==> config.mk <==
export PLATFORM = sky130hd
export DESIGN_NAME = seven_segment_scanner
export DESIGN_NICKNAME = d
export VERILOG_FILES = /design/src/rtl/seven_segment_pkg.sv /design/src/rtl/seven_segment_glyph.sv /design/src/rtl/seven_segment_scanner.sv
export SDC_FILE = /design/constraint.sdc
export NUM_CORES = 1
export LEC_CHECK = 0
export CAP_MARGIN = 20
export CELL_PAD_IN_SITES_DETAIL_PLACEMENT = 1
export CELL_PAD_IN_SITES_GLOBAL_PLACEMENT = 1
export CORE_UTILIZATION = 48
export CTS_CLUSTER_SIZE = 14
export DETAILED_ROUTE_END_ITERATION = 12
export DONT_BUFFER_PORTS = 1
export MAX_ROUTING_LAYER = met4
export PLACE_DENSITY = 0.88
export SYNTH_ARGS = -nofsm -noshare
export SYNTH_HDL_FRONTEND = slang
export SYNTH_HIERARCHICAL = 1
export SYNTH_SLANG_ARGS = --single-unit
==> constraint.sdc <==
create_clock -name clk -period 3.3 [get_ports clk]
set_input_delay 0.825 -clock clk [delete_from_list [all_inputs] [get_ports clk]]
set_output_delay 0.825 -clock clk [all_outputs]
set_load 0.05 [all_outputs]
==> src/rtl/seven_segment_pkg.sv <==
// Shared definitions for the multiplexed seven-segment scanner: the
// abc_defg segment ordering, the active-low glyph constants and a width helper.
package seven_segment_pkg;

  // Packed so that field a lands on bit 6 and field g on bit 0.
  typedef struct packed {
    logic a;
    logic b;
    logic c;
    logic d;
    logic e;
    logic f;
    logic g;
  } glyph_t;

  // Active-low glyphs: a 0 lights the segment.
  localparam glyph_t GLYPH_0     = 7'b0000001;
  localparam glyph_t GLYPH_1     = 7'b1001111;
  localparam glyph_t GLYPH_2     = 7'b0010010;
  localparam glyph_t GLYPH_3     = 7'b0000110;
  localparam glyph_t GLYPH_4     = 7'b1001100;
  localparam glyph_t GLYPH_5     = 7'b0100100;
  localparam glyph_t GLYPH_6     = 7'b0100000;
  localparam glyph_t GLYPH_7     = 7'b0001111;
  localparam glyph_t GLYPH_8     = 7'b0000000;
  localparam glyph_t GLYPH_9     = 7'b0001100;
  localparam glyph_t GLYPH_A     = 7'b0001000;
  localparam glyph_t GLYPH_B     = 7'b1100000;
  localparam glyph_t GLYPH_C     = 7'b0110001;
  localparam glyph_t GLYPH_D     = 7'b1000010;
  localparam glyph_t GLYPH_E     = 7'b0110000;
  localparam glyph_t GLYPH_F     = 7'b0111000;
  localparam glyph_t GLYPH_BLANK = 7'b1111111;

  // Counter width for a modulus n; a modulus of 1 still needs one bit.
  function automatic int widthOf(input int n);
    return (n > 1) ? $clog2(n) : 1;
  endfunction

endpackage

==> src/rtl/seven_segment_glyph.sv <==
// Combinational nibble-to-glyph decoder. Hex letters are shown only when
// hexEn_i is set; otherwise 10..15 render as a dark digit.
module seven_segment_glyph
  import seven_segment_pkg::*;
(
  input  logic [3:0] nibble_i,
  input  logic       hexEn_i,
  output glyph_t     glyph_o
);

  // Map each nibble onto its glyph, defaulting to blank.
  always_comb begin
    glyph_o = GLYPH_BLANK;
    case (nibble_i)
      4'h0: glyph_o = GLYPH_0;
      4'h1: glyph_o = GLYPH_1;
      4'h2: glyph_o = GLYPH_2;
      4'h3: glyph_o = GLYPH_3;
      4'h4: glyph_o = GLYPH_4;
      4'h5: glyph_o = GLYPH_5;
      4'h6: glyph_o = GLYPH_6;
      4'h7: glyph_o = GLYPH_7;
      4'h8: glyph_o = GLYPH_8;
      4'h9: glyph_o = GLYPH_9;
      4'hA: glyph_o = hexEn_i ? GLYPH_A : GLYPH_BLANK;
      4'hB: glyph_o = hexEn_i ? GLYPH_B : GLYPH_BLANK;
      4'hC: glyph_o = hexEn_i ? GLYPH_C : GLYPH_BLANK;
      4'hD: glyph_o = hexEn_i ? GLYPH_D : GLYPH_BLANK;
      4'hE: glyph_o = hexEn_i ? GLYPH_E : GLYPH_BLANK;
      4'hF: glyph_o = hexEn_i ? GLYPH_F : GLYPH_BLANK;
    endcase
  end

endmodule

==> src/rtl/seven_segment_scanner.sv <==
// Multiplexed seven-segment scanner with a double-buffered value. Loads land
// in a back buffer and are promoted to the displayed front buffer only when a
// full scan completes, so a frame never mixes old and new digits.
module seven_segment_scanner
  import seven_segment_pkg::*;
#(
  parameter int NUM_DIGITS  = 4,
  parameter int REFRESH_DIV = 50000
)
(
  input  logic                    clk,
  input  logic                    reset,
  input  logic [4*NUM_DIGITS-1:0] value,
  input  logic                    load,
  input  logic [NUM_DIGITS-1:0]   dp_in,
  input  logic                    hex_en,
  input  logic                    blank_lz,
  output logic [6:0]              segments,
  output logic                    dp_n,
  output logic [NUM_DIGITS-1:0]   anode_n,
  output logic                    frame_done
);

  localparam int PW = widthOf(REFRESH_DIV);
  localparam int IW = widthOf(NUM_DIGITS);
  localparam logic [PW-1:0] PRE_LAST = PW'(REFRESH_DIV - 1);
  localparam logic [IW-1:0] IDX_LAST = IW'(NUM_DIGITS - 1);

  logic [PW-1:0]           prescale_q,   prescale_d;
  logic [IW-1:0]           index_q,      index_d;
  logic [4*NUM_DIGITS-1:0] backValue_q,  backValue_d;
  logic [NUM_DIGITS-1:0]   backDp_q,     backDp_d;
  logic [4*NUM_DIGITS-1:0] frontValue_q, frontValue_d;
  logic [NUM_DIGITS-1:0]   frontDp_q,    frontDp_d;
  logic                    pending_q,    pending_d;
  logic                    frameDone_q,  frameDone_d;
  glyph_t                  segments_q,   segments_d;
  logic                    dpN_q,        dpN_d;
  logic [NUM_DIGITS-1:0]   anodeN_q,     anodeN_d;

  logic                    boundary;
  logic [3:0]              selNibble;
  logic                    selDp;
  logic                    anyNonZero;
  logic                    zeroBlank;
  glyph_t                  decoded;

  // Scan timing and buffer handoff: the prescaler paces the digit index, and
  // the wrap of the last digit back to 0 is the only point the front buffer moves.
  always_comb begin
    prescale_d = prescale_q + PW'(1);
    index_d    = index_q;
    boundary   = 1'b0;
    if (prescale_q == PRE_LAST) begin
      prescale_d = '0;
      if (index_q == IDX_LAST) begin
        index_d  = '0;
        boundary = 1'b1;
      end else begin
        index_d  = index_q + IW'(1);
      end
    end
    backValue_d  = load ? value : backValue_q;
    backDp_d     = load ? dp_in : backDp_q;
    frontValue_d = (boundary && pending_q) ? backValue_q : frontValue_q;
    frontDp_d    = (boundary && pending_q) ? backDp_q    : frontDp_q;
    pending_d    = load | (pending_q & ~boundary);
    frameDone_d  = boundary;
  end

  // Select the active digit from the front buffer, build the one-cold anode
  // pattern, and decide whether this digit is a leading zero to suppress.
  always_comb begin
    selNibble  = 4'h0;
    selDp      = 1'b0;
    anyNonZero = 1'b0;
    anodeN_d   = '1;
    for (int k = 0; k < NUM_DIGITS; k++) begin
      if (index_q == IW'(k)) begin
        selNibble   = frontValue_q[4*k +: 4];
        selDp       = frontDp_q[k];
        anodeN_d[k] = 1'b0;
      end
      if ((IW'(k) >= index_q) && (frontValue_q[4*k +: 4] != 4'h0)) begin
        anyNonZero = 1'b1;
      end
    end
    zeroBlank  = blank_lz && (index_q != '0) && !anyNonZero;
    segments_d = zeroBlank ? GLYPH_BLANK : decoded;
    dpN_d      = ~selDp;
  end

  seven_segment_glyph u_glyph (
    .nibble_i (selNibble),
    .hexEn_i  (hex_en),
    .glyph_o  (decoded)
  );

  // State and output registers; reset wins over a same-cycle load.
  always_ff @(posedge clk) begin
    if (reset) begin
      prescale_q   <= '0;
      index_q      <= '0;
      backValue_q  <= '0;
      backDp_q     <= '0;
      frontValue_q <= '0;
      frontDp_q    <= '0;
      pending_q    <= 1'b0;
      frameDone_q  <= 1'b0;
      segments_q   <= GLYPH_BLANK;
      dpN_q        <= 1'b1;
      anodeN_q     <= '1;
    end else begin
      prescale_q   <= prescale_d;
      index_q      <= index_d;
      backValue_q  <= backValue_d;
      backDp_q     <= backDp_d;
      frontValue_q <= frontValue_d;
      frontDp_q    <= frontDp_d;
      pending_q    <= pending_d;
      frameDone_q  <= frameDone_d;
      segments_q   <= segments_d;
      dpN_q        <= dpN_d;
      anodeN_q     <= anodeN_d;
    end
  end

  assign segments   = segments_q;
  assign dp_n       = dpN_q;
  assign anode_n    = anodeN_q;
  assign frame_done = frameDone_q;

endmodule

Yosys cells after proc, flatten, opt, wreduce, memory -nomap -nowiden
Index checks and enable logic that the tools add are counted.

storage, ports and cells
  bits in registers = 72
  output and inout bits = 13
  logic and storage cells = 89

operators by class
  add/sub/neg operators = 2
  $lt $le $gt $ge = 4
  equality and inequality tests = 19
  mux-type cells = 26
  bitwise logic cells = 4
  reduce and logical (&&, ||, !) cells = 17

operators with widths
  cell                   count
  $pmux 7 s16            1
  $eq 4x4->1 const B     8
  $mux 7                 4
  $add 16x1->16 const B  1
  $eq 16x16->1 const B   1
  $eq 4x3->1 const B     4
  $mux 4                 4
  $reduce_bool 4->1      4
  $mux 1                 14
  $eq 4x2->1 const B     2
  $logic_and 1x1->1      7
  $mux 6                 1
  $mux 5                 1
  $eq 2x2->1 const B     2
  $eq 4x1->1 const B     1
  $ge 1x2->1 const A     2
  $ge 2x2->1 const A     2
  $logic_not 4->1        1
  $reduce_or 2->1        2
  $add 2x1->2 const B    1
  $eq 2x1->1 const B     1
  $logic_not 2->1        1
  $mux 2                 1
  $not 1->1              2
  4 further kinds        4

Longest topological paths before layout
Gate-level depths: netlist (run 1).

  depth after elaboration = 9
  mapped depth = 13

Cells and area by module
The synthesis (run 1) kept the hierarchy.

modules (own cells, without submodules)
  module                 times used  cells an instance  area an instance (µm²)  seq. area each (µm²)
  seven_segment_scanner  1           321                3128.0                  1441.4
  seven_segment_glyph    1           46                 305.3                   0.0

Worst setup path after synthesis (run 1)
OpenSTA, ideal clock, no wires.

  path type = register to register
  start = register index_q[1]
  end = register segments_q, in the netlist segments[3]
  arrival = 2.413 ns
  required time = 3.177 ns
  path slack = 0.763 ns
  cell stages (with the launch flop) = 12
  buffers on the path = 1
  clock period less this slack = 2.537 ns
  cell sequence = dfxtp_1 > inv_1 > ha_1 > clkbuf_1 > nand3b_1 > a21oi_1 > a21oi_1 > o21ai_0 > nand2_1 > a22oi_1 > o221ai_1 > or2_2

RTL lines
  what                    line                          RTL
  start, declared         seven_segment_scanner.sv:30   logic [IW-1:0] index_q, index_d;
  start signal, assigned  seven_segment_scanner.sv:115  index_q <= index_d;
  end signal, assigned    seven_segment_scanner.sv:122  segments_q <= segments_d;
  end, declared           seven_segment_scanner.sv:37   glyph_t segments_q, segments_d;

==> out/summary.md, run 1 <==
Maximum fanout along the worst path: 14. Number of input and output port buffers inserted: 0. During synthesis, Yosys emitted a total of 6 warnings. From left edge to right edge, the die measures 86.6 um. In the final routed layout, each cell accounts on average for 15.2 um.

The post-CTS setup-driven buffer insertion count is 0, and the placed wire-length estimate after detailed placement is 4890 um. The most common cell type on the critical path was sky130_fd_sc_hd__a21oi_1. The tree is rooted in a sky130_fd_sc_hd__clkbuf_8.

Across every metal layer, demand over resource in global routing totals 20.9%. For the worst setup path, the data arrival time is 2.90 ns. After technology mapping, the gate count stands at 367. The logs give 0 for the number of instances resized during post-cts repair and 2 for the maximum clock insertion buffer count. The total power per unit cell area works out to 464 nW/um^2. In this run the critical register-to-register path is captured at segments[0].

TritonCTS built the clock tree. For the final count of hold timing violations, the log shows 0. The category of cells accounting for the largest share of critical-path delay is compound AO/OA/AOI/OAI gates. The vertical die dimension came out at 86.6 um. Worst hold slack: 0.480 ns.

The reported max-cap violation count is 0. The largest total area in the synthesized netlist belongs to sky130_fd_sc_hd__dfxtp_1. The flow ran to the end, and the final reports show no timing, DRC or antenna violations.

Setup violations remaining at the end of the flow were counted as 0. For this design, the CTS-stage hold fixing added 0 buffers. The synthesized flop and latch total was 72; the clock transition at the register clock pins on the worst setup and hold paths after CTS was 0.07 ns. Compared with the post-synthesis result, the final layout area differs by 5.28%. The synthesized design devotes to its leading area cell type 42.0% of total area.

Entering global routing, the biggest net connects 74 pins. Setup repair after global routing left no endpoint under its margin. The via count of the first global-routing pass was 2568; the largest stage delay on the critical path was 0.43 ns. Clock sink count: 72. The die covers 7500 um^2. For this block, the via count after detailed routing is 2455. For hold timing, the worst endpoint is frontValue_q[12]. Measured against its own limit, the worst slew margin works out to 55.3%. The tools report the total chip power as 1680 uW. The number of different library cells used by synthesis comes to 52. Dividing the detail-routed via count by the number of cells gives 5.36.

Timing would allow up to 0.373 GHz. Sequential area share after synthesis: 42.0%. Setup slack on the worst reg-to-reg path comes out at 0.62 ns.

TritonCTS created 9 clock buffers. The run gives 0 as the initial antenna violation count. For this configuration, the core starts out at a cell density of 50.0%.

The worst register-to-register path begins at index_q[1]. The class of the tightest hold or removal check is register to register. By count the netlist is led by 72 x sky130_fd_sc_hd__dfxtp_1, 45 x sky130_fd_sc_hd__nand2b_1, 44 x sky130_fd_sc_hd__nor2_1, 43 x sky130_fd_sc_hd__mux2i_1, 19 x sky130_fd_sc_hd__nand2_1. The tools report the detailed-route wire length as 6980 um. The clock period minus worst slack was 2.68 ns; the filler cell count was 800. After global routing the overflow that remains totals 0. The number of top-level design ports is 38.

The prevailing post-synth register cell was sky130_fd_sc_hd__dfxtp_1. The antenna cell count is 0, and the number of nets in the layout is 388. The startpoint of the most critical hold path was backValue_q[12]. Yosys instantiated no cell more often than sky130_fd_sc_hd__dfxtp_1. For this design, the slowest cell found on the critical path is sky130_fd_sc_hd__dfxtp_1. The critical path required time was 3.53 ns.

The congestion estimate from routability-driven global placement came to 0.798. By startpoint and endpoint, the worst setup path is classified as register to register. In the routed design, unresolved DRC markers number 0. The worst reg-to-reg path cell count is 11. The number of nets handed over by synthesis was 398. The total negative setup slack was 0 ns; the fraction of final layout cells with drive strength greater than 1 was 9.12%. The measured slew at the worst slew-check pin is 0.670 ns, and the first-pass iteration count of the detailed router is 4.

The tools report the number of rows in the core area as 30. The signal on the critical path passes through inv_1 > ha_1 > nand3b_1 > a21oi_1 > a21oi_1 > o21ai_0 > buf_4 > nor2_1 > a2bb2oi_1 > o311ai_1 > or2_2. The run gives 0 as the total count of max-transition violations in the final report. Ranked by total cell area, the synthesized netlist is headed by sky130_fd_sc_hd__dfxtp_1 42%, sky130_fd_sc_hd__mux2i_1 13%, sky130_fd_sc_hd__nand2b_1 8.2%. VDD sags by at most 0.000187 V. In this run the number of H-tree levels came out at 3. A synthesized cell averages 9.36 um^2. On the final layout, the worst clock skew is 0.00987 ns.

The number of enable flip-flop cells after synthesis is 0, and the initial DRC count is 61. The first global-routing pass estimated 11800 um of wire. Excluding fillers, the count of instances in the completed layout stands at 458.

The worst hold path cell count was 2; the number of buffers and inverters on the critical path was 2. STA classifies the critical path startpoint as a register. The standard cell core area came out at 6870 um^2. The total placed cells including tap cells came out at 442. Type of element capturing the critical path: a register.

For the worst-skew pair, the clock arrives at the later sink with an insertion delay of 0.34 ns. The run gives 0.00129 uW as the static leakage power. For the post-synthesis instance area, the log shows 3430 um^2. The final worst-path cycle share was 81.1%; the share of async-settable or async-resettable flops after synthesis was 0%.

Remaining antenna violation count after routing: 0.
## state kept, by name (all words and copies together), names as in the netlist
signal and cells:
dp_n 1, prescale_q 16, segments 7, frame_done 1, frontDp_q 4, frontValue_q 16
backValue_q 16, backDp_q 4, anode_n 4, pending_q 1, index_q 2
## tightest hold or removal path: cells and delay by family, from the launching register on
family           cells  cell delay (ns)
flip-flops           1             0.31
AND/OR/NAND/NOR      1             0.07
multiplexers         1             0.06
## power by group
group	switching (uW)	internal (uW)
logic	19.4	32.2
clock network	312	392
registers	30.5	892
## how the worst max path moves through the flow
| stage | start | slack (ns) | depth (start not counted) | endpoint |
|---|---|---|---|---|
| finish | index_q[1] | 0.62 | 11 | segments[0] |
| global route | index_q[1] | 0.39 | 11 | segments[0] |
| CTS | index_q[1] | 0.62 | 10 | segments[1] |
| detailed placement | index_q[1] | 0.65 | 11 | segments[0] |
| global placement | index_q[1] | 0.81 | 11 | segments[0] |
| floorplan | index_q[1] | 0.76 | 11 | segments[3] |
## area by class of cell
type | instances | area (um^2) | area share (%)
clock buffers | 14 | 163 | 4.50
flip-flops and latches | 72 | 1440 | 39.9
well taps | 96 | 120 | 3.32
repair buffers | 5 | 37.5 | 1.04
multi-input cells | 263 | 1790 | 49.6
clock inverters | 2 | 37.5 | 1.04
inverters | 6 | 22.5 | 0.623
## per-stage QoR
stage | setup slack (ns) | utilization (%) | instance area [um^2]
6_report | 0.623 | 52.6 | 3610
5_1_grt | 0.390 | 52.6 | 3610
4_1_cts | 0.625 | 52.6 | 3610
3_5_place_dp | 0.646 | 49.7 | 3410
3_3_place_gp | 0.814 | 49.7 | 3410
2_1_floorplan | 0.763 | - | 3430
## layer usage
metal  part of all wire [%]  routed length (um)  vias up  global-route usage, %
met3                    2.8                 197        9                   4.00
met1                     44                3060     1192                   23.9
met2                     52                3600       26                   35.1
li1                       -                   -     1228                      -
met5                      0                   0        -                      -
met4                    1.8                 127        0                   10.3
## kinds of logic (layout without fill, tap and decap cells)
family	after synthesis	count (layout)	share of synthesized area, %
AO/OA/AOI/OAI	40	40	7.51
XOR/XNOR	14	14	3.57
adder cells (fa/ha/maj)	6	6	2.19
buffers and inverters	32	27	5.79
flip-flops	72	72	42.0
multiplexers	44	44	12.9
AND/OR/NAND/NOR	159	159	26.1
## cell usage in the layout, fill, tap and decap left out, drive strengths merged, types with 2 or more instances in the layout
master	netlist	final
clkbuf	12	14
nor2	44	44
nand4	7	7
nand2	19	19
o22ai	3	3
xor2	5	5
o21ai	8	8
ha	6	6
a21oi	17	17
dfxtp	72	72
nand2b	45	45
or2	8	8
nand3b	7	7
inv	6	6
nor4	7	7
nor3	3	3
buf	14	5
nand3	5	5
mux2i	43	43
and3b	3	3
nor2b	3	3
and3	2	2
xnor2	9	9
o31ai	2	2
Power figures use the tool's default switching activity.
==> run 2: changes to the inputs <==
Settings changed: CORE_UTILIZATION 48 to 44, PLACE_DENSITY 0.88 to 0.85.
Clock period 3.3 ns to 2.2 ns, I/O delays scaled along.
==> out/summary.md, run 2 (synthesis gave the netlist of run 1 again) <==
The reported max-cap violation count came out at 0 (unchanged). The clock sink count is 72 (unchanged), and the total power per unit cell area is 666 nW/um^2 (was 464 nW/um^2). The commonest non-fill, non-tap cell in the layout is sky130_fd_sc_hd__dfxtp_1 (unchanged). The run gives 23.6% (was 20.9%) as the total global routing track utilization. Class of the tightest hold or removal check: primary input to register (was register to register). Measured slew at the worst slew-check pin: 0.534 ns (was 0.670 ns). The run gives 48.1% (was 55.0%) as the sequential power share.

The maximum fanout along the worst path was 6 (was 14); the largest stage delay on the critical path was 0.39 ns (was 0.43 ns). The final setup skew is 0.0104 ns (was 0.00987 ns), and the critical path required time is 2.45 ns (was 3.53 ns). For the part of the total power dissipated in combinational logic, the log shows 3.0% (was 3.1%). The total congestion overflow after global routing is 0 (unchanged).

For the number of buffers inserted by hold repair at cts, the log shows 0 (unchanged). The number of buffers and inverters on the critical path was 1 (was 2). The run gives 2930 (was 2568) as the via count of the first global-routing pass. The antenna cell count was 0 (unchanged); the clock period minus worst slack was 2.32 ns (was 2.68 ns). The final count of hold timing violations came out at 0 (unchanged). The logs give 2290 uW (was 1320 uW) for the internal power and 10300 um (was 6980 um) for the detailed-route wire length. The initial DRC count is 97 (was 61), and the pin count of the biggest net entering global routing is 74 (unchanged). The switching part of the total power works out to 20.5% (was 21.6%). The signed area change from the synthesized netlist to the final layout was 25.8% (was 5.28%).

The fraction of final layout cells with drive strength greater than 1 was 29.1% (was 9.12%). The tools report the type of element capturing the critical path as a register (unchanged). The number of setup violations in the final report was 6 (was 0). For the total via count in the routed design, the log shows 2781 (was 2455). The category of the most critical setup path is register to register (unchanged). The static leakage power was 0.00161 uW (was 0.00129 uW); the slack of the critical path was -0.117 ns (was 0.623 ns). The number of input and output port buffers inserted works out to 0 (unchanged). The logs give 0 (unchanged) for the total count of max-transition violations in the final report and 2 (unchanged) for the maximum clock insertion buffer count.

The worst-skew pair later-pin latency is 0.35 ns (was 0.34 ns). The tools report the standard cell core area as 7410 um^2 (was 6870 um^2). The cell chosen for the clock root is sky130_fd_sc_hd__clkbuf_8 (unchanged). The initial antenna violation count was 0 (unchanged).

The cell at the slowest stage of the critical path was sky130_fd_sc_hd__dfxtp_2 (was sky130_fd_sc_hd__dfxtp_1). Highest-count cells in the layout ignoring fill and taps: 70 x sky130_fd_sc_hd__dfxtp_1, 44 x sky130_fd_sc_hd__nor2_1, 44 x sky130_fd_sc_hd__nand2b_1 (was 72 x sky130_fd_sc_hd__dfxtp_1, 45 x sky130_fd_sc_hd__nand2b_1, 44 x sky130_fd_sc_hd__nor2_1). For the effective utilization at floorplan, the log shows 46.3% (was 50.0%). The number of rows in the core area is 31 (was 30). The tools report the clock network fraction of design power as 48.9% (was 41.9%). The clock transition at the register clock pins on the worst setup and hold paths after CTS was 0.08 ns (was 0.07 ns). The first-pass iteration count of the detailed router was 4 (unchanged); the floorplan die area was 8160 um^2 (was 7500 um^2). The worst hold slack is 0.264 ns (was 0.480 ns). The average wire per standard cell came out at 20.5 um (was 15.2 um). The core utilization of the finished layout is 58.3% (was 52.6%).

The flow ran to the end, but the final reports show violations. The logs give 0 (unchanged) for the number of DRC violations after detailed routing and 2.57 ns (was 2.90 ns) for the arrival time at the worst endpoint. The run gives 9 (unchanged) as the number of buffers added by the clock tree synthesis step. The startpoint class of the critical path was a register (unchanged). The global-route wire length before repair came out at 14600 um (was 11800 um). The category of cells accounting for the largest share of critical-path delay is compound AO/OA/AOI/OAI gates (unchanged).

The horizontal die dimension is 90.3 um (was 86.6 um). The final worst-path cycle share is 105% (was 81.1%), and the remaining antenna violation count after routing is 0 (unchanged). The placed wire-length estimate after detailed placement is 5090 um (was 4890 um). The vertical die dimension was 90.3 um (was 86.6 um); the worst voltage drop across the vdd grid was 0.000407 V (was 0.000187 V). The maximum clock frequency is 0.432 GHz (was 0.373 GHz). Biggest registers after layout: backValue_q (16), frontValue_q (16), prescale_q (16) (unchanged). The checks that failed: negative setup slack. TritonCTS built the clock tree. The number of nets in the layout is 431 (was 388), and the net switching component of the power is 589 uW (was 362 uW).

The count of H-tree levels built during CTS is 3 (unchanged). Via density per instance: 5.52 (was 5.36). Crit path cell chain: inv_4 > ha_4 > nand3b_1 > a21oi_2 > a21oi_4 > o21ai_4 > and3b_2 > o21ai_2 > o311ai_1 > or2_4 (was inv_1 > ha_1 > nand3b_1 > a21oi_1 > a21oi_1 > o21ai_0 > buf_4 > nor2_1 > a2bb2oi_1 > o311ai_1 > or2_2).

Setup repair after global routing could not meet its margin everywhere. The tools report the number of top-level design ports as 38 (unchanged). The headroom to the max-slew limit came out at 64.1% (was 55.3%). The last weighted congestion value of the routability-driven placer came out at 0.785 (was 0.798).
==> run 2: path summary, 6_finish.rpt <==
check                                startpoint          endpoint  slack, ns  depth (start not counted)
worst max register to register       index_q[1]       segments[0]      -0.12                         10
worst max-delay path                 index_q[1]       segments[0]      -0.12                         10
worst min register to register  backValue_q[14]  frontValue_q[14]       0.49                          2
worst min-delay path                      reset     prescale_q[2]       0.26                          1
==> run 2: per-stage QoR <==
| stage | power [uW] | worst slack [ns] | std cells | TNS, ns | instance area, um^2 |
|---|---|---|---|---|---|
| floorplan | 1500 | 0.0168 | 367 | 0 | 3460 |
| CTS | 2880 | -0.0132 | 498 | -0.0198 | 4090 |
| finish | 2870 | -0.117 | 504 | -0.584 | 4320 |
| detailed placement | 1490 | -0.0820 | 460 | -0.277 | 3540 |
| global placement | 1490 | 0.0322 | 460 | 0 | 3540 |
| global route | 2970 | -0.183 | 504 | -1.11 | 4320 |
==> run 2: layer usage <==
layer / vias to the layer above / track usage (%) / part of all wire, %
met5: - / - / 0
met4: 0 / 9.81 / 3.8
met3: 39 / 7.74 / 3.9
met2: 81 / 43.0 / 53
met1: 1350 / 22.8 / 40
li1: 1311 / - / -
==> run 2: what timing repair did <==
action / 4_1_cts / 5_1_grt
pin swaps: 8 / 19
setup buffers: 22 / 7
setup endpoints to repair: 6 / 8
gates resized for setup: 38 / 42
==> run 2: final cells by class <==
cell class / count / area (um^2)
Multi-Input combinational cell: 263 / 2040
Clock buffer: 10 / 138
Sequential cell: 72 / 1450
Timing Repair Buffer: 48 / 413
Fill cell: 806 / 3090
Clock inverter: 6 / 130
Tap cell: 99 / 124
Inverter: 6 / 27.5
==> run 2: power groups by stage <==
| stage | Combinational, uW | Sequential (uW) | Clock, uW |
|---|---|---|---|
| final | 85.5 | 1380 | 1410 |
| after global placement | 75.0 | 1410 | 0 |
| after detailed placement | 79.3 | 1410 | 0 |
| after floorplan | 92.1 | 1410 | 0 |
| after global routing | 94.3 | 1390 | 1490 |
| after CTS | 81.6 | 1380 | 1420 |
